File: src/rtl/mult_pkg.sv
// Shared definitions for the sequential shift-add multiplier:
// FSM state encoding and a two's-complement magnitude helper.
package mult_pkg;

  typedef enum logic [1:0] {
    IDLE = 2'd0,
    CALC = 2'd1,
    FIX  = 2'd2
  } state_e;

  localparam int MAG_W = 32;

  // Operands narrower than MAG_W are sign-extended by the caller before use.
  function automatic logic [MAG_W-1:0] mag_abs(input logic [MAG_W-1:0] v);
    return v[MAG_W-1] ? (~v + MAG_W'(1)) : v;
  endfunction

endpackage

File: src/rtl/mult_sign_fix.sv
// Combinational conditional two's-complement negate of a W-bit value.
module mult_sign_fix #(
  parameter int W = 8
) (
  input  logic [W-1:0] val_i,
  input  logic         neg_i,
  output logic [W-1:0] res_o
);

  assign res_o = neg_i ? (~val_i + W'(1)) : val_i;

endmodule

File: src/rtl/mult_seq_param.sv
// Sequential shift-add multiplier, WIDTH iterations, unsigned or signed.
// state | meaning
// IDLE  | waiting for a rising edge of init
// CALC  | one shift-add iteration per cycle, WIDTH cycles
// FIX   | apply result sign, load pp, pulse done
module mult_seq_param
  import mult_pkg::*;
#(
  parameter int WIDTH = 4,
  parameter int CNT_W = $clog2(WIDTH + 1)
) (
  input  logic               clk,
  input  logic               rst,
  input  logic               init,
  input  logic               sgn,
  input  logic [WIDTH-1:0]   A,
  input  logic [WIDTH-1:0]   B,
  output logic [2*WIDTH-1:0] pp,
  output logic               done,
  output logic               busy
);

  localparam int PW = 2 * WIDTH;
  localparam logic [CNT_W-1:0] CNT_LAST = CNT_W'(WIDTH - 1);

  state_e           state_q, state_d;
  logic [CNT_W-1:0] cnt_q, cnt_d;
  logic [PW-1:0]    acc_q, acc_d;
  logic [PW-1:0]    mag_a_q, mag_a_d;
  logic [WIDTH-1:0] mag_b_q, mag_b_d;
  logic             neg_q, neg_d;
  logic [PW-1:0]    pp_q, pp_d;
  logic             done_q, done_d;
  logic             busy_q, busy_d;
  logic             init_q;

  logic             start;
  logic [WIDTH-1:0] abs_a, abs_b;
  logic [PW-1:0]    pp_fix;

  assign start = init & ~init_q & (state_q == IDLE);

  // -2^(WIDTH-1) maps to 2^(WIDTH-1), which still fits in WIDTH unsigned bits.
  assign abs_a = sgn ? WIDTH'(mag_abs(MAG_W'($signed(A)))) : A;
  assign abs_b = sgn ? WIDTH'(mag_abs(MAG_W'($signed(B)))) : B;

  mult_sign_fix #(.W(PW)) u_sign_fix (
    .val_i (acc_q),
    .neg_i (neg_q),
    .res_o (pp_fix)
  );

  always_comb begin
    state_d = state_q;
    cnt_d   = cnt_q;
    acc_d   = acc_q;
    mag_a_d = mag_a_q;
    mag_b_d = mag_b_q;
    neg_d   = neg_q;
    pp_d    = pp_q;
    done_d  = 1'b0;
    busy_d  = busy_q;
    unique case (state_q)
      IDLE: begin
        busy_d = 1'b0;
        if (start) begin
          mag_a_d = PW'(abs_a);
          mag_b_d = abs_b;
          // Zero operand forces a positive result so no -0 path exists.
          neg_d   = sgn & (A[WIDTH-1] ^ B[WIDTH-1]) & (|A) & (|B);
          acc_d   = '0;
          cnt_d   = '0;
          busy_d  = 1'b1;
          state_d = CALC;
        end
      end
      CALC: begin
        // mag_a_q is pre-shifted each cycle, equivalent to mag_a << counter.
        if (mag_b_q[0]) begin
          acc_d = acc_q + mag_a_q;
        end
        mag_a_d = mag_a_q << 1;
        mag_b_d = mag_b_q >> 1;
        cnt_d   = cnt_q + CNT_W'(1);
        if (cnt_q == CNT_LAST) begin
          state_d = FIX;
        end
      end
      FIX: begin
        pp_d    = pp_fix;
        done_d  = 1'b1;
        state_d = IDLE;
      end
      default: begin
        state_d = IDLE;
      end
    endcase
  end

  always_ff @(posedge clk) begin
    if (rst) begin
      state_q <= IDLE;
      cnt_q   <= '0;
      acc_q   <= '0;
      mag_a_q <= '0;
      mag_b_q <= '0;
      neg_q   <= 1'b0;
      pp_q    <= '0;
      done_q  <= 1'b0;
      busy_q  <= 1'b0;
      init_q  <= 1'b0;
    end else begin
      state_q <= state_d;
      cnt_q   <= cnt_d;
      acc_q   <= acc_d;
      mag_a_q <= mag_a_d;
      mag_b_q <= mag_b_d;
      neg_q   <= neg_d;
      pp_q    <= pp_d;
      done_q  <= done_d;
      busy_q  <= busy_d;
      init_q  <= init;
    end
  end

  assign pp   = pp_q;
  assign done = done_q;
  assign busy = busy_q;

endmodule

File: config.mk
export PLATFORM = sky130hd
export DESIGN_NAME = mult_seq_param
export DESIGN_NICKNAME = d
export VERILOG_FILES = /design/src/rtl/mult_pkg.sv /design/src/rtl/mult_sign_fix.sv /design/src/rtl/mult_seq_param.sv
export SDC_FILE = /design/constraint.sdc
export NUM_CORES = 1
export LEC_CHECK = 0
export BUFFER_PORTS_ARGS = -buffer_cell sky130_fd_sc_hd__buf_2
export CELL_PAD_IN_SITES_DETAIL_PLACEMENT = 1
export CELL_PAD_IN_SITES_GLOBAL_PLACEMENT = 2
export CORE_UTILIZATION = 35
export DETAILED_ROUTE_END_ITERATION = 12
export PLACE_DENSITY_LB_ADDON = 0.3
export SLEW_MARGIN = 5
export SYNTH_ARGS = -nofsm -noshare
export SYNTH_HDL_FRONTEND = slang
export SYNTH_SLANG_ARGS = --single-unit
File: constraint.sdc
create_clock -name clk -period 2.5 [get_ports clk]
set_input_delay 0.5 -clock clk [delete_from_list [all_inputs] [get_ports clk]]
set_output_delay 0.5 -clock clk [all_outputs]
set_load 0.02 [all_outputs]
==> out/qor.csv, run 1 <==
metric;value;unit
Reg2Reg Setup Slack;0.35;ns
biggest area consumer among synthesized cells;dfxtp_1;
Yosys reg bits;37;
Setup CP Type;flop to flop;
CTS clk-pin slew, worst paths;0.08;ns
leading cell type in the layout, fill and taps excluded;dfxtp_1;
Final Max Slew Viols;0;
worst path cell trace;ha_1 > a211oi_2 > nor3_1 > or4_1 > nand3_1 > mux2_1;
CTS root buf;clkbuf_8;
largest net degree at the start of global routing;42;
Routed Antenna Nets;0;
Post-synth top flop;dfxtp_1;
Area Growth Syn to Fin;12.9;%
destination of the worst hold path;init_q$_SDFF_PP0_;
Ports;22;
Setup Fix Bufs, Post-CTS;0;
Pleak;0.000898;uW
post-synthesis net count;256;
CP top delay family;simple AND/OR/NAND/NOR gates;
pwr/cell area;519;nW/um^2
std cell rows;26;
number of fill cells;642;
WP data arrival;2.32;ns
capture point of the worst reg-to-reg path;acc_q[7]$_SDFFE_PP0P_;
Worst-Skew Late Latency;0.29;ns
final setup TNS;0;ns
Tcrit/Tclk final;0.859;
# nets final;274;
RSZ-0062 raised after global routing;false;
Worst Setup Start Kind;flop;
WP data required;2.67;ns
fin crit period;2.15;ns
placement-stage cell area;2110;sq um
CP max stage delay;0.48;ns
Post-Syn Area;1940;sq um
DRT iter0 DRCs;34;
clock skew;0.00721;ns
number of synthesized flops with an enable pin;0;
CTS tree;yes;
top cells by area, synth;dfxtp_1, ha_1, nor2_1, a21oi_1, nand3_1;
most frequent cells in the layout;dfxtp_1, nor2_1, buf_2, a21oi_1, nand2_1;
Slew @ Worst Pin;0.735;ns
CP max FO;6;
CTS H-tree depth;2;
Final Hold Viols;0;
Post-Syn Area per Cell;8.41;sq um
routability cong.;0.804;
setup violators final;0;
starting density of the core;0.371;
Synth cell types;40;
floorplan core area;5240;sq um
TritonCTS Buffers;5;
average wire per standard cell;13.4;microns
DRT Pass-1 Iters;3;
peak supply drop;0.240;mV
worst r2r src;acc_q[1]$_SDFFE_PP0P_;
chip width;76.5;microns
Slew headroom;0.510;
Via density;5.28;
initial antenna violation count;0;
Synth top area share;0.381;
yosys warns;0;
detailed-route via count;1688;
Final Instance Area;2190;sq um
hold path start;init;
hold slack;0.454;ns
clock tree sinks;37;
Synth async-reset ratio;0;
Seq/Total Area, Yosys;0.381;
Post-Syn Instances;231;
Clock Path Buffers;2;
die area;5850;sq um
worst hold path type;primary input to flop;
vias in the first global route;1686;
Critical Path Sink Type;flop;
first-pass GRT wire length;7.62;mm
n_diodes;0;
Post-CTS Hold Buffers;0;
max-capacitance violation count;0;
Max Freq;0.465;GHz
Post-route DRC;0;
dpl hpwl;3.15;mm
Worst Hold Depth;2;
GRT Resource Usage Total;0.160;
layout cell share with drive strength beyond 1;0.140;
buffers added on ports;21;
CP bufs+invs;0;
drt total wl;4.28;mm
Die Height;76.5;microns
grt ovf;0;
CP max stage cell;or4_1;
post-cts resize count;0;
path depth of the worst reg2reg path;6;
status;completed;
==> cell type report <==
class,instances,area (sq um),area share
clock buffers,6,72.6,0.0331
clock inverters,2,10.0,0.00457
inverters,7,26.3,0.0120
multi-input cells,174,1130,0.514
flip-flops and latches,37,741,0.338
well taps,70,87.6,0.0400
repair buffers,24,128,0.0582
==> flip-flops by register name, indices dropped and copies added (netlist names) <==
signal / cells
acc_q: 8
busy: 1
cnt_q: 3
done: 1
init_q: 1
mag_a_q: 8
mag_b_q: 4
neg_q: 1
pp: 8
state_q: 2
==> cells by family (layout without fill, tap and decap cells) <==
family	Yosys count	after routing	synth area share
AOI/OAI and AO/OA	57	57	0.189
xor gates and xnor gates	11	11	0.0496
muxes	3	3	0.0161
buffers and inverters	20	39	0.0412
adders and majority gates	13	13	0.0876
and+or+nand+nor	90	90	0.235
DFF	37	37	0.381
==> power breakdown <==
group	switching (uW)	internal, uW
Combinational	74.1	41.3
Sequential	13.0	604
Clock	212	193
Total	299	839
==> Yosys cell counts (2+ instances only) <==
| cell | count |
|---|---|
| dfxtp_1 | 37 |
| o31ai_1 | 5 |
| clkbuf_1 | 7 |
| xor2_1 | 8 |
| ha_1 | 12 |
| o21ai_0 | 6 |
| a21oi_1 | 20 |
| nor2_1 | 29 |
| buf_2 | 4 |
| a221oi_1 | 2 |
| inv_1 | 7 |
| or3_1 | 2 |
| a22oi_1 | 7 |
| nand2_1 | 18 |
| nor3b_1 | 5 |
| nor2b_1 | 9 |
| or4_1 | 2 |
| nand2b_1 | 2 |
| a211oi_1 | 8 |
| buf_1 | 2 |
| nand3_1 | 15 |
| nand3b_1 | 2 |
| a31oi_1 | 2 |
| mux2i_1 | 2 |
| xnor2_1 | 3 |
==> per-layer routing <==
metal / global-route usage / routed length (microns)
met1: 0.198 / 2050
met2: 0.277 / 2070
met3: 0.0359 / 107
met4: 0.0462 / 48
met5: 0 / 0
==> through the flow <==
step           cells  setup slack, ns  utilization  total power [uW]
5_1_grt          320            0.243        0.419              1200
3_5_place_dp     312            0.364        0.403               749
4_1_cts          320            0.335        0.419              1160
6_report         320            0.351        0.419              1140
2_1_floorplan    231            0.509            -               706
3_3_place_gp     312            0.415        0.403               747
==> worst max path at each step <==
stage	from	end	slack (ns)	cells after the start
floorplan	acc_q[1]$_SDFFE_PP0P_	acc_q[7]$_SDFFE_PP0P_	0.51	6
global placement	acc_q[1]$_SDFFE_PP0P_	acc_q[7]$_SDFFE_PP0P_	0.41	6
detailed placement	acc_q[1]$_SDFFE_PP0P_	acc_q[7]$_SDFFE_PP0P_	0.36	6
global route	acc_q[1]$_SDFFE_PP0P_	acc_q[7]$_SDFFE_PP0P_	0.24	6
CTS	acc_q[1]$_SDFFE_PP0P_	acc_q[7]$_SDFFE_PP0P_	0.33	6
finish	acc_q[1]$_SDFFE_PP0P_	acc_q[7]$_SDFFE_PP0P_	0.35	6
Power figures use the tool's default switching activity.
==> inputs of run 2 (changes only) <==
--- a/config.mk
+++ b/config.mk
@@ -12,3 +12,3 @@
 export DETAILED_ROUTE_END_ITERATION = 12
-export PLACE_DENSITY_LB_ADDON = 0.3
+export PLACE_DENSITY = 0.87
 export SLEW_MARGIN = 5
==> constraint.sdc (replaced) <==
create_clock -name clk -period 2.5 [get_ports clk]
set_input_delay 0.75 -clock clk [delete_from_list [all_inputs] [get_ports clk]]
set_output_delay 0.75 -clock clk [all_outputs]
set_load 0.02 [all_outputs]
==> run 2 against run 1 <==
Compared with the run above: worst hold slack is essentially flat; sequential power is essentially flat; combinational power is essentially flat; fmax shrank 0.42%; die area is the same; register-to-register slack is essentially flat; clock skew is essentially flat; global-route usage grew 0.92 points; worst setup slack lost 0.0090 ns; critical path type unchanged; critical endpoint unchanged; highest routed layer unchanged.
==> out/qor.csv, run 2 (synthesized netlist as in run 1, its figures left out) <==
metric;value;unit;change
initial antenna violation count;0;;unchanged
Slew @ Worst Pin;0.754;ns;+0.0194 ns
clock tree sinks;37;;unchanged
drt total wl;4.37;mm;+2.1%
design internal power;839;uW;about the same
DRT iter0 DRCs;24;;-29%
Worst-Skew Late Latency;0.29;ns;about the same
DRT Pass-1 Iters;4;;+1
CTS clk-pin slew, worst paths;0.07;ns;about the same
WP data arrival;2.33;ns;about the same
pwr/cell area;518;nW/um^2;-0.18%
Seq pwr share;0.542;;about the same
RSZ-0062 raised after global routing;false;;
GRT Resource Usage Total;0.169;;+0.00922
TritonCTS Buffers;5;;unchanged
Setup WS pre-CTS;0.338;ns;-0.0254 ns
max-capacitance violation count;0;;unchanged
Slew headroom;0.497;;-0.0129
# nets final;275;;+0.36%
dpl hpwl;3.21;mm;+2.1%
WP data required;2.68;ns;about the same
setup violators final;0;;unchanged
layout cell share with drive strength beyond 1;0.143;;+0.00343
Max Freq;0.463;GHz;-0.42%
fin crit period;2.16;ns;+0.00904 ns
buffers added on ports;21;;unchanged
Tcrit/Tclk final;0.863;;+0.00362
first-pass GRT wire length;8.00;mm;+5.1%
final setup TNS;0;ns;unchanged
n_diodes;0;;unchanged
Worst Setup Start Kind;flop;;
Pleak;0.000903;uW;+0.60%
Via density;5.22;;-1.1%
starting density of the core;0.371;;unchanged
status;completed;;
Ports;22;;unchanged
Post-route DRC;0;;unchanged
peak supply drop;0.285;mV;+19%
std cell rows;26;;unchanged
Die Height;76.5;microns;unchanged
CTS root buf;clkbuf_8;;
average wire per standard cell;13.6;microns;+1.7%
vias in the first global route;1776;;+5.3%
CP max stage delay;0.47;ns;about the same
worst hold path type;flop to flop;;
post-cts resize count;0;;unchanged
Clock Path Buffers;2;;unchanged
leading cell type in the layout, fill and taps excluded;dfxtp_1;;
most frequent cells in the layout;dfxtp_1, nor2_1, buf_2, a21oi_1, nand2_1;;
CP top delay family;simple AND/OR/NAND/NOR gates;;
Setup Fix Bufs, Post-CTS;0;;unchanged
Psw;300;uW;+0.43%
CTS tree;yes;;
Critical Path Sink Type;flop;;
die area;5850;sq um;unchanged
routability cong.;0.819;;+1.8%
CP bufs+invs;0;;unchanged
largest net degree at the start of global routing;42;;unchanged
clock network power share;0.357;;about the same
Gate power share;0.102;;about the same
clock skew;0.00694;ns;-0.000270 ns
final worst slack;0.342;ns;-0.00904 ns
Post-CTS Hold Buffers;0;;unchanged
detailed-route via count;1675;;-0.77%
floorplan core area;5240;sq um;unchanged
worst path cell trace;ha_1 > a211oi_2 > nor3_1 > or4_1 > nand3_1 > mux2_1;;
CTS H-tree depth;2;;unchanged
Area Growth Syn to Fin;13.3;%;
CP max FO;6;;unchanged
grt ovf;0;;unchanged
Routed Antenna Nets;0;;unchanged
Setup CP Type;flop to flop;;
Final Max Slew Viols;0;;unchanged
CP max stage cell;or4_1;;
chip width;76.5;microns;unchanged
switching share of total power;0.264;;+0.000694
Final Hold Viols;0;;unchanged
## run 2: tightest hold or removal path, delay by kind of cell, from the launching register on
family             cells  cell delay [ns]
DFF                    1             0.31
and+or+nand+nor        1             0.05
AOI/OAI and AO/OA      1             0.05
## run 2: power groups by stage
stage | Sequential [uW] | Combinational [uW] | Clock (uW)
after global routing | 620 | 134 | 450
final | 617 | 116 | 406
after global placement | 631 | 115 | 0
after detailed placement | 631 | 119 | 0
after floorplan | 627 | 78.6 | 0
after CTS | 617 | 119 | 425
## run 2: path summary, 6_finish.rpt
path,start,end,slack (ns),cells past startpoint
hold reg to reg,mag_b_q[3]$_SDFFE_PP0P_,mag_b_q[2]$_SDFFE_PP0P_,0.45,2
setup reg to reg,acc_q[1]$_SDFFE_PP0P_,acc_q[7]$_SDFFE_PP0P_,0.34,6
hold / removal,mag_b_q[3]$_SDFFE_PP0P_,mag_b_q[2]$_SDFFE_PP0P_,0.45,2
setup / recovery,acc_q[1]$_SDFFE_PP0P_,acc_q[7]$_SDFFE_PP0P_,0.34,6
## run 2: cell type report
class	instances	area, sq um
Tap cell	70	87.6
Clock inverter	2	10.0
Multi-Input combinational cell	174	1130
Inverter	7	26.3
Timing Repair Buffer	25	135
Sequential cell	37	741
Fill cell	651	3040
Clock buffer	6	72.6
## run 2: per-layer routing
layer / track usage / vias up / part of all wire
met2: 0.300 / 19 / 0.50
met5: 0 / - / 0
met3: 0.0371 / 5 / 0.026
li1: - / 856 / -
met4: 0.0519 / 0 / 0.011
met1: 0.203 / 795 / 0.46
## run 2: metrics by stage
stage,util,instance area [sq um],power (uW),cells,hold slack [ns]
floorplan,-,1940,706,231,0.432
global placement,0.404,2120,746,313,0.442
detailed placement,0.404,2120,750,313,0.448
CTS,0.420,2200,1160,321,0.458
global route,0.420,2200,1200,321,0.503
finish,0.420,2200,1140,321,0.454
